[config.mk]
export PLATFORM = sky130hd
export DESIGN_NAME = priv_1_12_counters
export DESIGN_NICKNAME = d
export VERILOG_FILES = /design/src/rtl/priv_1_12_counters.sv
export SDC_FILE = /design/constraint.sdc
export NUM_CORES = 1
export LEC_CHECK = 0
export ABC_AREA = 0
export ABC_CLOCK_PERIOD_IN_PS = 3000
export BUFFER_PORTS_ARGS = -buffer_cell sky130_fd_sc_hd__buf_4
export CORE_AREA = 2 2 136 138
export CTS_CLUSTER_DIAMETER = 100
export CTS_CLUSTER_SIZE = 25
export DETAILED_ROUTE_END_ITERATION = 6
export DIE_AREA = 0 0 138 140
export GPL_TIMING_DRIVEN = 1
export PLACE_DENSITY = 0.81
export SLEW_MARGIN = 20
export SYNTH_ARGS = -nofsm -noshare
export SYNTH_HDL_FRONTEND = slang
export SYNTH_SLANG_ARGS = --single-unit
[constraint.sdc]
create_clock -name CLK -period 3 [get_ports CLK]
set_input_delay 0.45 -clock CLK [delete_from_list [all_inputs] [get_ports CLK]]
set_output_delay 0.45 -clock CLK [all_outputs]
set_load 0.005 [all_outputs]
[src/rtl/priv_1_12_counters.sv]
`default_nettype none
// ============================================================================
// Module      : priv_1_12_counters
// Description : Machine counter/timer CSR bank (mcycle, minstret,
//               mcountinhibit, mcounteren and the user read-only shadows).
//               Optional macro PRIV_COUNTER_TIME_EN adds time/timeh views.
// Revision    : 1.0 - initial release
// ============================================================================
module priv_1_12_counters #(
    parameter int         CNT_W       = 64,
    parameter logic [2:0] INHIBIT_RST = 3'b000,
    parameter logic [2:0] CNTEN_RST   = 3'b000
) (
    input  logic        CLK,
    input  logic        nRST,
    input  logic [11:0] csr_addr,
    input  logic [1:0]  curr_priv,
    input  logic        csr_write,
    input  logic        csr_set,
    input  logic        csr_clear,
    input  logic [31:0] new_csr_val,
    input  logic        inst_ret,
    input  logic [63:0] mtime,
    output logic        csr_hit,
    output logic        invalid_csr,
    output logic [31:0] old_csr_val
);

    localparam logic [11:0] c_ADDR_MCYCLE    = 12'hB00;
    localparam logic [11:0] c_ADDR_MCYCLEH   = 12'hB80;
    localparam logic [11:0] c_ADDR_MINSTRET  = 12'hB02;
    localparam logic [11:0] c_ADDR_MINSTRETH = 12'hB82;
    localparam logic [11:0] c_ADDR_MINHIBIT  = 12'h320;
    localparam logic [11:0] c_ADDR_MCNTEN    = 12'h306;
    localparam logic [11:0] c_ADDR_CYCLE     = 12'hC00;
    localparam logic [11:0] c_ADDR_CYCLEH    = 12'hC80;
    localparam logic [11:0] c_ADDR_INSTRET   = 12'hC02;
    localparam logic [11:0] c_ADDR_INSTRETH  = 12'hC82;
`ifdef PRIV_COUNTER_TIME_EN
    localparam logic [11:0] c_ADDR_TIME      = 12'hC01;
    localparam logic [11:0] c_ADDR_TIMEH     = 12'hC81;
`endif

    logic [CNT_W-1:0] r_mcycle;
    logic [CNT_W-1:0] r_minstret;
    logic             r_inh_cy;
    logic             r_inh_ir;
    logic             r_en_cy;
    logic             r_en_ir;
    logic [2:0]       w_cnten;

`ifdef PRIV_COUNTER_TIME_EN
    logic             r_en_tm;
    assign w_cnten = {r_en_ir, r_en_tm, r_en_cy};
`else
    logic             w_unused_mtime;
    assign w_unused_mtime = ^mtime;
    assign w_cnten = {r_en_ir, 1'b0, r_en_cy};
`endif

    logic [31:0] w_cy_hi;
    logic [31:0] w_ir_hi;
    assign w_cy_hi = 32'(r_mcycle[CNT_W-1:32]);
    assign w_ir_hi = 32'(r_minstret[CNT_W-1:32]);

    logic        w_hit;
    logic        w_m_addr;
    logic        w_u_addr;
    logic        w_u_en;
    logic [31:0] w_rdata;

    always_comb begin
        w_hit    = 1'b0;
        w_m_addr = 1'b0;
        w_u_addr = 1'b0;
        w_u_en   = 1'b0;
        w_rdata  = 32'h0;
        case (csr_addr)
            c_ADDR_MCYCLE:    begin w_hit = 1'b1; w_m_addr = 1'b1; w_rdata = r_mcycle[31:0];   end
            c_ADDR_MCYCLEH:   begin w_hit = 1'b1; w_m_addr = 1'b1; w_rdata = w_cy_hi;          end
            c_ADDR_MINSTRET:  begin w_hit = 1'b1; w_m_addr = 1'b1; w_rdata = r_minstret[31:0]; end
            c_ADDR_MINSTRETH: begin w_hit = 1'b1; w_m_addr = 1'b1; w_rdata = w_ir_hi;          end
            c_ADDR_MINHIBIT:  begin w_hit = 1'b1; w_m_addr = 1'b1;
                                    w_rdata = {29'h0, r_inh_ir, 1'b0, r_inh_cy};               end
            c_ADDR_MCNTEN:    begin w_hit = 1'b1; w_m_addr = 1'b1; w_rdata = {29'h0, w_cnten}; end
            c_ADDR_CYCLE:     begin w_hit = 1'b1; w_u_addr = 1'b1; w_u_en = w_cnten[0];
                                    w_rdata = r_mcycle[31:0];                                  end
            c_ADDR_CYCLEH:    begin w_hit = 1'b1; w_u_addr = 1'b1; w_u_en = w_cnten[0];
                                    w_rdata = w_cy_hi;                                         end
            c_ADDR_INSTRET:   begin w_hit = 1'b1; w_u_addr = 1'b1; w_u_en = w_cnten[2];
                                    w_rdata = r_minstret[31:0];                                end
            c_ADDR_INSTRETH:  begin w_hit = 1'b1; w_u_addr = 1'b1; w_u_en = w_cnten[2];
                                    w_rdata = w_ir_hi;                                         end
`ifdef PRIV_COUNTER_TIME_EN
            c_ADDR_TIME:      begin w_hit = 1'b1; w_u_addr = 1'b1; w_u_en = w_cnten[1];
                                    w_rdata = mtime[31:0];                                     end
            c_ADDR_TIMEH:     begin w_hit = 1'b1; w_u_addr = 1'b1; w_u_en = w_cnten[1];
                                    w_rdata = mtime[63:32];                                    end
`endif
            default: ;
        endcase
    end

    logic        w_mod;
    logic        w_priv_m;
    logic        w_invalid;
    logic        w_we;
    logic [31:0] w_new;

    assign w_mod       = csr_write | csr_set | csr_clear;
    assign w_priv_m    = (curr_priv == 2'b11);
    assign w_invalid   = w_hit & (((w_m_addr | (w_u_addr & ~w_u_en)) & ~w_priv_m) |
                                  (w_u_addr & w_mod));
    // Only M-space addresses ever reach here: user shadows always fail as ro.
    assign w_we        = w_hit & w_mod & ~w_invalid;
    assign w_new       = csr_write ? new_csr_val :
                         csr_set   ? (w_rdata | new_csr_val) :
                                     (w_rdata & ~new_csr_val);

    assign csr_hit     = w_hit;
    assign invalid_csr = w_invalid;
    assign old_csr_val = w_rdata;

    logic [CNT_W-1:0] w_cy_inc;
    logic [CNT_W-1:0] w_ir_inc;
    logic [CNT_W-1:0] w_mcycle_nxt;
    logic [CNT_W-1:0] w_minstret_nxt;

    assign w_cy_inc = r_mcycle   + {{(CNT_W-1){1'b0}}, ~r_inh_cy};
    assign w_ir_inc = r_minstret + {{(CNT_W-1){1'b0}}, inst_ret & ~r_inh_ir};

    // A low-half write drops the increment; a high-half write keeps the low
    // increment but discards its carry.
    always_comb begin
        w_mcycle_nxt   = w_cy_inc;
        w_minstret_nxt = w_ir_inc;
        if (w_we && csr_addr == c_ADDR_MCYCLE)
            w_mcycle_nxt = {r_mcycle[CNT_W-1:32], w_new};
        else if (w_we && csr_addr == c_ADDR_MCYCLEH)
            w_mcycle_nxt = {w_new[CNT_W-33:0], w_cy_inc[31:0]};
        if (w_we && csr_addr == c_ADDR_MINSTRET)
            w_minstret_nxt = {r_minstret[CNT_W-1:32], w_new};
        else if (w_we && csr_addr == c_ADDR_MINSTRETH)
            w_minstret_nxt = {w_new[CNT_W-33:0], w_ir_inc[31:0]};
    end

    always_ff @(posedge CLK) begin
        if (!nRST) begin
            r_mcycle   <= '0;
            r_minstret <= '0;
            r_inh_cy   <= INHIBIT_RST[0];
            r_inh_ir   <= INHIBIT_RST[2];
            r_en_cy    <= CNTEN_RST[0];
            r_en_ir    <= CNTEN_RST[2];
`ifdef PRIV_COUNTER_TIME_EN
            r_en_tm    <= CNTEN_RST[1];
`endif
        end else begin
            r_mcycle   <= w_mcycle_nxt;
            r_minstret <= w_minstret_nxt;
            if (w_we && csr_addr == c_ADDR_MINHIBIT) begin
                r_inh_cy <= w_new[0];
                r_inh_ir <= w_new[2];
            end
            if (w_we && csr_addr == c_ADDR_MCNTEN) begin
                r_en_cy <= w_new[0];
                r_en_ir <= w_new[2];
`ifdef PRIV_COUNTER_TIME_EN
                r_en_tm <= w_new[1];
`endif
            end
        end
    end

endmodule
`default_nettype wire
Yosys cells after proc, flatten, opt, wreduce, memory -nomap -nowiden

Cells that the tools add are included.

Multiplexer cells: 11
Reduce and logical (&&, ||, !) cells: 15
Equal/unequal tests: 11
Bitwise gates (word level): 19
Add/sub/neg operators: 2

Operators with widths:

| operator                                                                | number |
|---|---|
| 32-bit one-hot mux with 6 select lines                                  | 1 |
| 64-bit by 1-bit adder with 64-bit output                                | 2 |
| 32-bit 2-to-1 mux                                                       | 4 |
| 64-bit 2-to-1 mux                                                       | 2 |
| 12-bit equality test, second input constant                             | 8 |
| 32-bit AND                                                              | 1 |
| 32-bit inverter                                                         | 1 |
| 32-bit OR                                                               | 1 |
| 12-bit by 10-bit equality test with 1-bit output, second input constant | 2 |
| 2-bit OR reduction                                                      | 6 |
| 10-bit OR reduction                                                     | 1 |
| 1-bit AND                                                               | 7 |
| 1-bit logical AND                                                       | 6 |
| 6-bit OR reduction                                                      | 1 |
| 1-bit inverter                                                          | 5 |
| 1-bit OR                                                                | 4 |
| 4-bit OR reduction                                                      | 1 |
| 1-bit 2-to-1 mux                                                        | 3 |
| 2-bit equality test, second input constant                              | 1 |
| 1-bit one-hot mux with 2 select lines                                   | 1 |

Logic and storage cells: 66
Output and inout bits: 34
Flip-flop bits (word level): 132
Input port bits: 116

Depth between registers and ports, before layout

Gate-level depths: netlist of run 1.

Depth in word-level cells: 14
Gate-level depth with buffers: 11
Gate-level depth less buffers: 9

Worst setup path before layout of run 1

No wires, ideal clock.

Kind: input port to flip-flop
Start: input port csr_addr[1]
End: register r_mcycle[41]
Library setup time: 126 ps
Path slack: 571 ps
Stages: 8
Path buffers: 3
Required time: 2874 ps
Arrival time: 2303 ps
Cells stage by stage: or4_1 buf_2 buf_2 nor4_4 buf_2 a41oi_1 o211ai_1 nand3_1

Word-level cells in the longest chain between the ends: 13
Elaborated cells on any way between the ends: 41
Those cells by class: eq/ne (10); mux (8); bitwise (12); reduce/logical (11)

Ends and longest elaborated chain:

| element                               | RTL line | text |
|---|---|---|
| start: declaration                    | 16       | `input logic [11:0] csr_addr,` |
| 12-bit equality test                  | 78       | `case (csr_addr)` |
| 2-bit OR reduction (no line)          | -        |  |
| 1-bit one-hot mux with 2 select lines | 78       |  |
| 1-bit inverter                        | 112      | `assign w_invalid = w_hit & (((w_m_addr \| (w_u_addr & ~w_u_en)) & ~w_priv_m) \|` |
| 1-bit AND                             | 112      |  |
| 1-bit OR                              | 112      |  |
| 1-bit AND                             | 112      |  |
| 1-bit OR                              | 112      |  |
| 1-bit AND                             | 112      |  |
| 1-bit inverter                        | 115      | `assign w_we = w_hit & w_mod & ~w_invalid;` |
| 1-bit AND                             | 115      |  |
| 1-bit logical AND                     | 139      | `else if (w_we && csr_addr == c_ADDR_MCYCLEH)` |
| 64-bit 2-to-1 mux                     | 139      |  |
| end signal: assignment                | 159      | `r_mcycle <= w_mcycle_nxt;` |
| end: declaration                      | 44       | `logic [CNT_W-1:0] r_mcycle;` |

Several ways; a longest one is shown, not always the timed one.
A chain may end at the register's enable or synchronous reset.

Worst setup path in the final report of run 1

Start: input port csr_addr[1]
End: output port old_csr_val[15]

Word-level cells in the longest chain between the ends: 3
Elaborated cells on any way between the ends: 15
Those cells by class: eq/ne (10); mux (1); reduce/logical (4)

Ends and longest elaborated chain:

| element                                  | RTL line | text |
|---|---|---|
| 12-bit equality test                     | 78       |  |
| 2-bit OR reduction (no line)             | -        |  |
| 32-bit one-hot mux with 6 select lines * | 78       |  |
| end: declaration                         | 26       | `output logic [31:0] old_csr_val` |

Mark *: on every way between the ends. The rest lies on a longest branch, timed or not.

==> results of run 1 <==
-- how the worst max path moves through the flow --
stage,to,cells past startpoint,slack (ps),from
after floorplan,r_mcycle[41],8,570,csr_addr[1]
after global placement,r_minstret[57],7,130,csr_addr[0]
after detailed placement,r_minstret[56],6,80,csr_addr[0]
after CTS,old_csr_val[15],7,290,csr_addr[1]
after global routing,r_minstret[62],10,230,r_inh_ir
final,old_csr_val[15],7,250,csr_addr[1]
-- cells in the mapped netlist, drive strengths merged (12+ instances only) --
master,count
mux2i,79
nand2b,15
xnor2,30
and2,14
clkbuf,72
or4,12
xor2,29
or3,13
and4,25
dfxtp,132
nor2,160
a22oi,41
nand3,84
o22ai,13
nor4,32
nor3,50
o21ai,24
a31oi,19
buf,25
nand4,47
o31ai,14
inv,23
nor2b,13
a21oi,60
o211ai,21
and3,22
nand2,133
a211oi,53
-- sequential cells by signal (all words and copies together) (netlist names) --
signal / count
r_mcycle: 64
r_inh_cy: 1
r_inh_ir: 1
r_minstret: 64
r_en_ir: 1
r_en_cy: 1
-- worst reg2reg max path: cells and delay by family, from the launching register on --
family | cells | cell delay (ps)
AO/OA/AOI/OAI | 1 | 200
adder cells (fa/ha/maj) | 2 | 500
buffers and inverters | 1 | 200
flip-flops | 1 | 340
AND/OR/NAND/NOR | 6 | 1310
-- power by group --
group	internal (mW)	leakage (nW)	total (mW)	switching, mW
combinational	0.144	3.10	0.413	0.268
sequential	1.76	1.06	1.77	0.00995
clock	1.32	0.287	2.20	0.888
-- per-stage QoR --
stage	hold WS [ps]	power [mW]	util (%)	area, µm²
final	404.9	4.386	68.66	12210
after global routing	400.1	4.460	68.66	12210
after CTS	392.3	4.347	68.66	12210
after detailed placement	483.9	2.198	65.24	11600
after global placement	482.9	2.194	65.24	11600
after floorplan	458.5	1.999	-	10320
-- logic make-up (layout without fill, tap and decap cells) --
| kind of cell | Yosys count | in the layout |
|---|---|---|
| muxes | 83 | 83 |
| DFF | 132 | 132 |
| AOI/OAI and AO/OA | 319 | 319 |
| xor gates and xnor gates | 59 | 59 |
| buffers and inverters | 120 | 230 |
| adders and majority gates | 4 | 4 |
| and+or+nand+nor | 648 | 648 |
-- routing by layer --
| layer | up-vias | wire length [µm] | track usage (%) |
|---|---|---|---|
| met1 | 5666 | 15340 | 52.94 |
| li1 | 5337 | - | - |
| met5 | - | 0 | 0 |
| met2 | 1009 | 17640 | 62.69 |
| met3 | 236 | 5412 | 10.12 |
| met4 | 0 | 2253 | 19.50 |
-- area by class of cell --
class	instances	area share, %
clock inverter	14	1.466
timing repair buffer	175	11.38
inverter	23	0.7073
sequential	132	21.65
tap	229	2.347
multi-input combinational	1113	58.94
clock buffer	18	3.516
==> results.cfg, run 1 <==
[floorplan]
die_height_um = 140
floorplan.die_area_um2 = 19320
core_region_area_um2 = 17780
initial_core_util_pct = 58.02
core.rowCount = 49
fp.dieW_um = 138
count_of_pins_on_the_block_boundary = 150

[synthesis]
dominant_combinational_cell_family_by_area_after_synthesis = simple AND/OR/NAND/NOR gates
synth_largest_type_area_fraction_pct = 25.62
ys_ff_latch = 132
synth_compound_area_share_pct = 22.23
post_synth_xor_area_fraction_pct = 5.009
yosys.area.top_type = sky130_fd_sc_hd__dfxtp_1
number_of_synthesized_flops_with_an_enable_pin = 0
postSynth.asyncResetShare_pct = 0
synth.avg_cell_area_um2 = 7.558
synthesis.yosys.warnings = 0
ys_types = 78
synth_simple_gate_area_share_pct = 33.63
post_synth_fa_ha_maj_area_fraction_pct = 0.4851
postSynth.topFlopCell = sky130_fd_sc_hd__dfxtp_1
synth.area.top_cells = sky130_fd_sc_hd__dfxtp_1 (26%), sky130_fd_sc_hd__mux2i_1 (7.7%), sky130_fd_sc_hd__nor2_1 (5.8%), sky130_fd_sc_hd__nand2_1 (4.8%), sky130_fd_sc_hd__nand3_1 (4.0%)
seq_area_frac_synth_pct = 25.62
postSynthNetCount = 1485
mappedNetlistArea_um2 = 10320
netlist_instances = 1365
yosys-mux-area-fraction_pct = 8.211

[clock_network]
postCtsSetupBuffers = 0
cts_repair_resize_count = 0
clock_sink_count = 132
cts_tree = built
htree_levels = 4
tritoncts.num_buffers = 17
cts.clk_slew.worst_paths_ps = 60
clockRootBuffer = sky130_fd_sc_hd__clkbuf_16
cts_buffer_depth = 2
clk-insertion-delay-late_ps = 440
cts.hold.buffers_added = 0

[critical_path]
worstPathMaxFanout = 10
critPathBufInv = 4
regToRegSetupSlack_ps = 330
critical_path.reg2reg.startpoint = r_inh_ir
arrival_ps = 2300
crit_type = input pin to output port
critical-path-top-delay-family = simple AND/OR/NAND/NOR gates
cp_slowest_cell = sky130_fd_sc_hd__or4_1
max_stage_delay_ps = 690
rr_worst_depth = 10
start_kind = input pin
worst_setup_path_end_kind = output port
timing.critical_path.mode_cell = sky130_fd_sc_hd__buf_4
worst-endpoint-required_ps = 2550
crit_chain = buf_4 -> or4_1 -> buf_4 -> buf_4 -> o22a_1 -> nor2_1 -> buf_4
r2r-end = r_minstret[62]

[layout]
mostFrequentLayoutCells = sky130_fd_sc_hd__buf_4 (169), sky130_fd_sc_hd__nor2_1 (160), sky130_fd_sc_hd__nand2_1 (133), sky130_fd_sc_hd__dfxtp_1 (132), sky130_fd_sc_hd__nand3_1 (83)
final_net_count = 1582
multi_input_area_um2 = 7194
layout-drive-gt1-share_pct = 17.02
fin_cells = 1704
diodes = 0
final-seq-area_um2 = 2643
layout-area-overhead-vs-synth_pct = 18.33
fillers = 1493
mostFrequentLayoutCell = sky130_fd_sc_hd__buf_4

[timing]
timing.max_slew.rel_slack_pct = 15.48
post-route-worst-setup-slack_ps = 252.8
max_slew.worst_pin.slew_ps = 1257
final-hold-violation-count = 0
final_period_minus_worst_setup_slack_ps = 2747
finalSetupTns_ps = 0
setup_violations = 0
clock-skew-final_ps = 10.12
maxSlewViolCount = 0
layout_worst_path_cycle_share_pct = 91.57
rsz_0062_raised_after_global_routing = false
max_freq_mhz = 364.0

[place]
io_buffer_count = 85
globalplace.congestion = 1.099
placedCellCount = 1672
worst_setup_timing_slack_at_the_placement_stage_ps = 80.50
detailedPlacementHpwl_mm = 29.45

[detailed_routing]
vias_per_cell = 7.188
dr_total_vias = 12250
routedWlPerCell_um = 23.85
antenna_violating_nets_remaining = 0
drt-total-wl_mm = 40.65
detailedRoute.firstIterationViolations = 2062
detail_route.drc_violations = 3
drt_first_pass_iters = 7

[run]
drv.max_cap_violation_count = 0

[worst_hold_path]
timing.hold.worst.start = nRST
holdCritPathClass = input pin to flop
whs_endpoint = r_minstret[34]
hold_path_depth = 2

[global_route]
gr-usage-all-layers_pct = 40.47
initial_antenna_violation_count = 1
overflow = 0
grt_max_degree = 50
via_count_of_the_first_global_routing_pass = 11020
global_route_wire_length_before_repair_mm = 61.99

[power]
vdd.ir_drop.worst_uv = 467.3
power-per-cell-area_nw_per_um2 = 359.3
leakagePower_nw = 4.450

[outcome]
run_status = finished, violations left
failed_checks = DRC
Note: power is estimated with default switching activity, not from simulation.
==> inputs of run 2 (changes only) <==
==> constraint.sdc (replaced) <==
create_clock -name CLK -period 3 [get_ports CLK]
set_input_delay 0.45 -clock CLK [delete_from_list [all_inputs] [get_ports CLK]]
set_output_delay 0.45 -clock CLK [all_outputs]
set_load 0.02 [all_outputs]
==> results.cfg, run 2 (same netlist as run 1, synthesis figures left out) <==
[floorplan]
core_region_area_um2 = 17780
initial_core_util_pct = 58.02
fp.dieW_um = 138
floorplan.die_area_um2 = 19320
die_height_um = 140
count_of_pins_on_the_block_boundary = 150
core.rowCount = 49

[timing]
finalSetupTns_ps = 0
rsz_0062_raised_after_global_routing = false
clock-skew-final_ps = 12.58
layout_worst_path_cycle_share_pct = 88.54
max_freq_mhz = 376.5
final-hold-violation-count = 0
final_period_minus_worst_setup_slack_ps = 2656
maxSlewViolCount = 0
post-route-worst-setup-slack_ps = 343.8
timing.max_slew.rel_slack_pct = 36.75
setup_violations = 0
max_slew.worst_pin.slew_ps = 948.8

[layout]
fillers = 1496
mostFrequentLayoutCells = sky130_fd_sc_hd__buf_4 (167), sky130_fd_sc_hd__nor2_1 (160), sky130_fd_sc_hd__nand2_1 (133), sky130_fd_sc_hd__dfxtp_1 (132), sky130_fd_sc_hd__nand3_1 (83)
layout-drive-gt1-share_pct = 17.06
final_core_util_pct = 68.76
diodes = 0
mostFrequentLayoutCell = sky130_fd_sc_hd__buf_4
layout-area-overhead-vs-synth_pct = 18.51
largest_registers = r_mcycle x64, r_minstret x64
final_net_count = 1584

[clock_network]
cts.hold.buffers_added = 0
htree_levels = 4
postCtsSetupBuffers = 0
tritoncts.num_buffers = 17
cts_repair_resize_count = 0
clock_sink_count = 132
cts_buffer_depth = 2
clockRootBuffer = sky130_fd_sc_hd__clkbuf_16
cts.clk_slew.worst_paths_ps = 60
cts_tree = built
clk-insertion-delay-late_ps = 440

[global_route]
via_count_of_the_first_global_routing_pass = 11080
global_route_wire_length_before_repair_mm = 62.04
overflow = 0
gr-usage-all-layers_pct = 40.66
grt_max_degree = 50
initial_antenna_violation_count = 0

[critical_path]
arrival_ps = 2970
crit_type = flop to flop
start_kind = flop
worst_setup_path_end_kind = flop
worstPathMaxFanout = 6
worst-endpoint-required_ps = 3320

[outcome]
run_status = finished, final reports clean

[detailed_routing]
dr_total_vias = 12050
detailedRoute.firstIterationViolations = 1824
detail_route.drc_violations = 0
top_layer = met4
m1WireLength_mm = 15.29
met2WireLength_mm = 17.99
drt_first_pass_iters = 6
routedWlPerCell_um = 23.81
detailroute.wirelength.met3_mm = 5.109
vias_per_cell = 7.062
antenna_violating_nets_remaining = 0
drt-total-wl_mm = 40.62

[worst_hold_path]
holdCritPathClass = input pin to flop

[power]
vdd.ir_drop.worst_uv = 397.0
power-per-cell-area_nw_per_um2 = 344.9
leakagePower_nw = 4.445

[run]
drv.max_cap_violation_count = 0

[place]
globalplace.congestion = 1.065
detailedPlacementHpwl_mm = 29.37
io_buffer_count = 85
worst_setup_timing_slack_at_the_placement_stage_ps = 147.5
-- run 2: cell types whose count changed in the layout (fill, tap and decap cells not counted), sizes merged --
cell / previous run / this run
buf: 175 / 177
bufinv: 3 / 1
clkinvlp: 3 / 5
clkbuf: 18 / 19
clkinv: 6 / 5
-- run 2: where the power goes --
| group | switching, mW | internal, mW |
|---|---|---|
| registers | 0.00960 | 1.76 |
| logic | 0.266 | 0.149 |
| clock network | 0.883 | 1.15 |
-- run 2: per-stage QoR --
step / instances / power (mW) / instance area, µm² / hold WS [ps]
floorplan: 1365 / 1.999 / 10320 / 458.5
global placement: 1674 / 2.198 / 11660 / 478.7
detailed placement: 1674 / 2.203 / 11660 / 486.4
CTS: 1706 / 4.191 / 12230 / 417.9
global route: 1706 / 4.310 / 12230 / 453.1
finish: 1706 / 4.217 / 12230 / 432.9
-- run 2: final timing paths --
| check | from | end | slack (ps) | cells after the start |
|---|---|---|---|---|
| max | r_inh_cy | r_mcycle[40] | 340 | 9 |
| min | new_csr_val[18] | r_minstret[18] | 430 | 4 |
| max reg2reg | r_inh_cy | r_mcycle[40] | 340 | 9 |
| min reg2reg | r_en_cy | r_en_cy | 500 | 2 |
-- run 2: critical path, stage by stage, from the launching register on --
cell and delay [ps]:
sky130_fd_sc_hd__dfxtp_1 310, sky130_fd_sc_hd__inv_1 100, sky130_fd_sc_hd__ha_1 270, sky130_fd_sc_hd__ha_1 310, sky130_fd_sc_hd__and3_1 250, sky130_fd_sc_hd__nand3_1 150, sky130_fd_sc_hd__nor4_2 520, sky130_fd_sc_hd__a21o_1 190
sky130_fd_sc_hd__a21oi_1 60, sky130_fd_sc_hd__or3b_1 380
-- run 2: layer usage --
layer / up-vias / global-route usage (%)
met2: 945 / 64.36
met5: - / 0
met1: 5539 / 51.90
li1: 5353 / -
met3: 210 / 10.05
met4: 0 / 20.25
-- run 2: final cells by class --
class / count / area, µm² / area share, %
multi-input combinational: 1113 / 7194 / 58.85
timing repair buffer: 177 / 1454 / 11.89
sequential: 132 / 2643 / 21.61
clock inverter: 13 / 128.9 / 1.054
inverter: 23 / 86.33 / 0.7062
tap: 229 / 286.5 / 2.344
clock buffer: 19 / 432.9 / 3.541
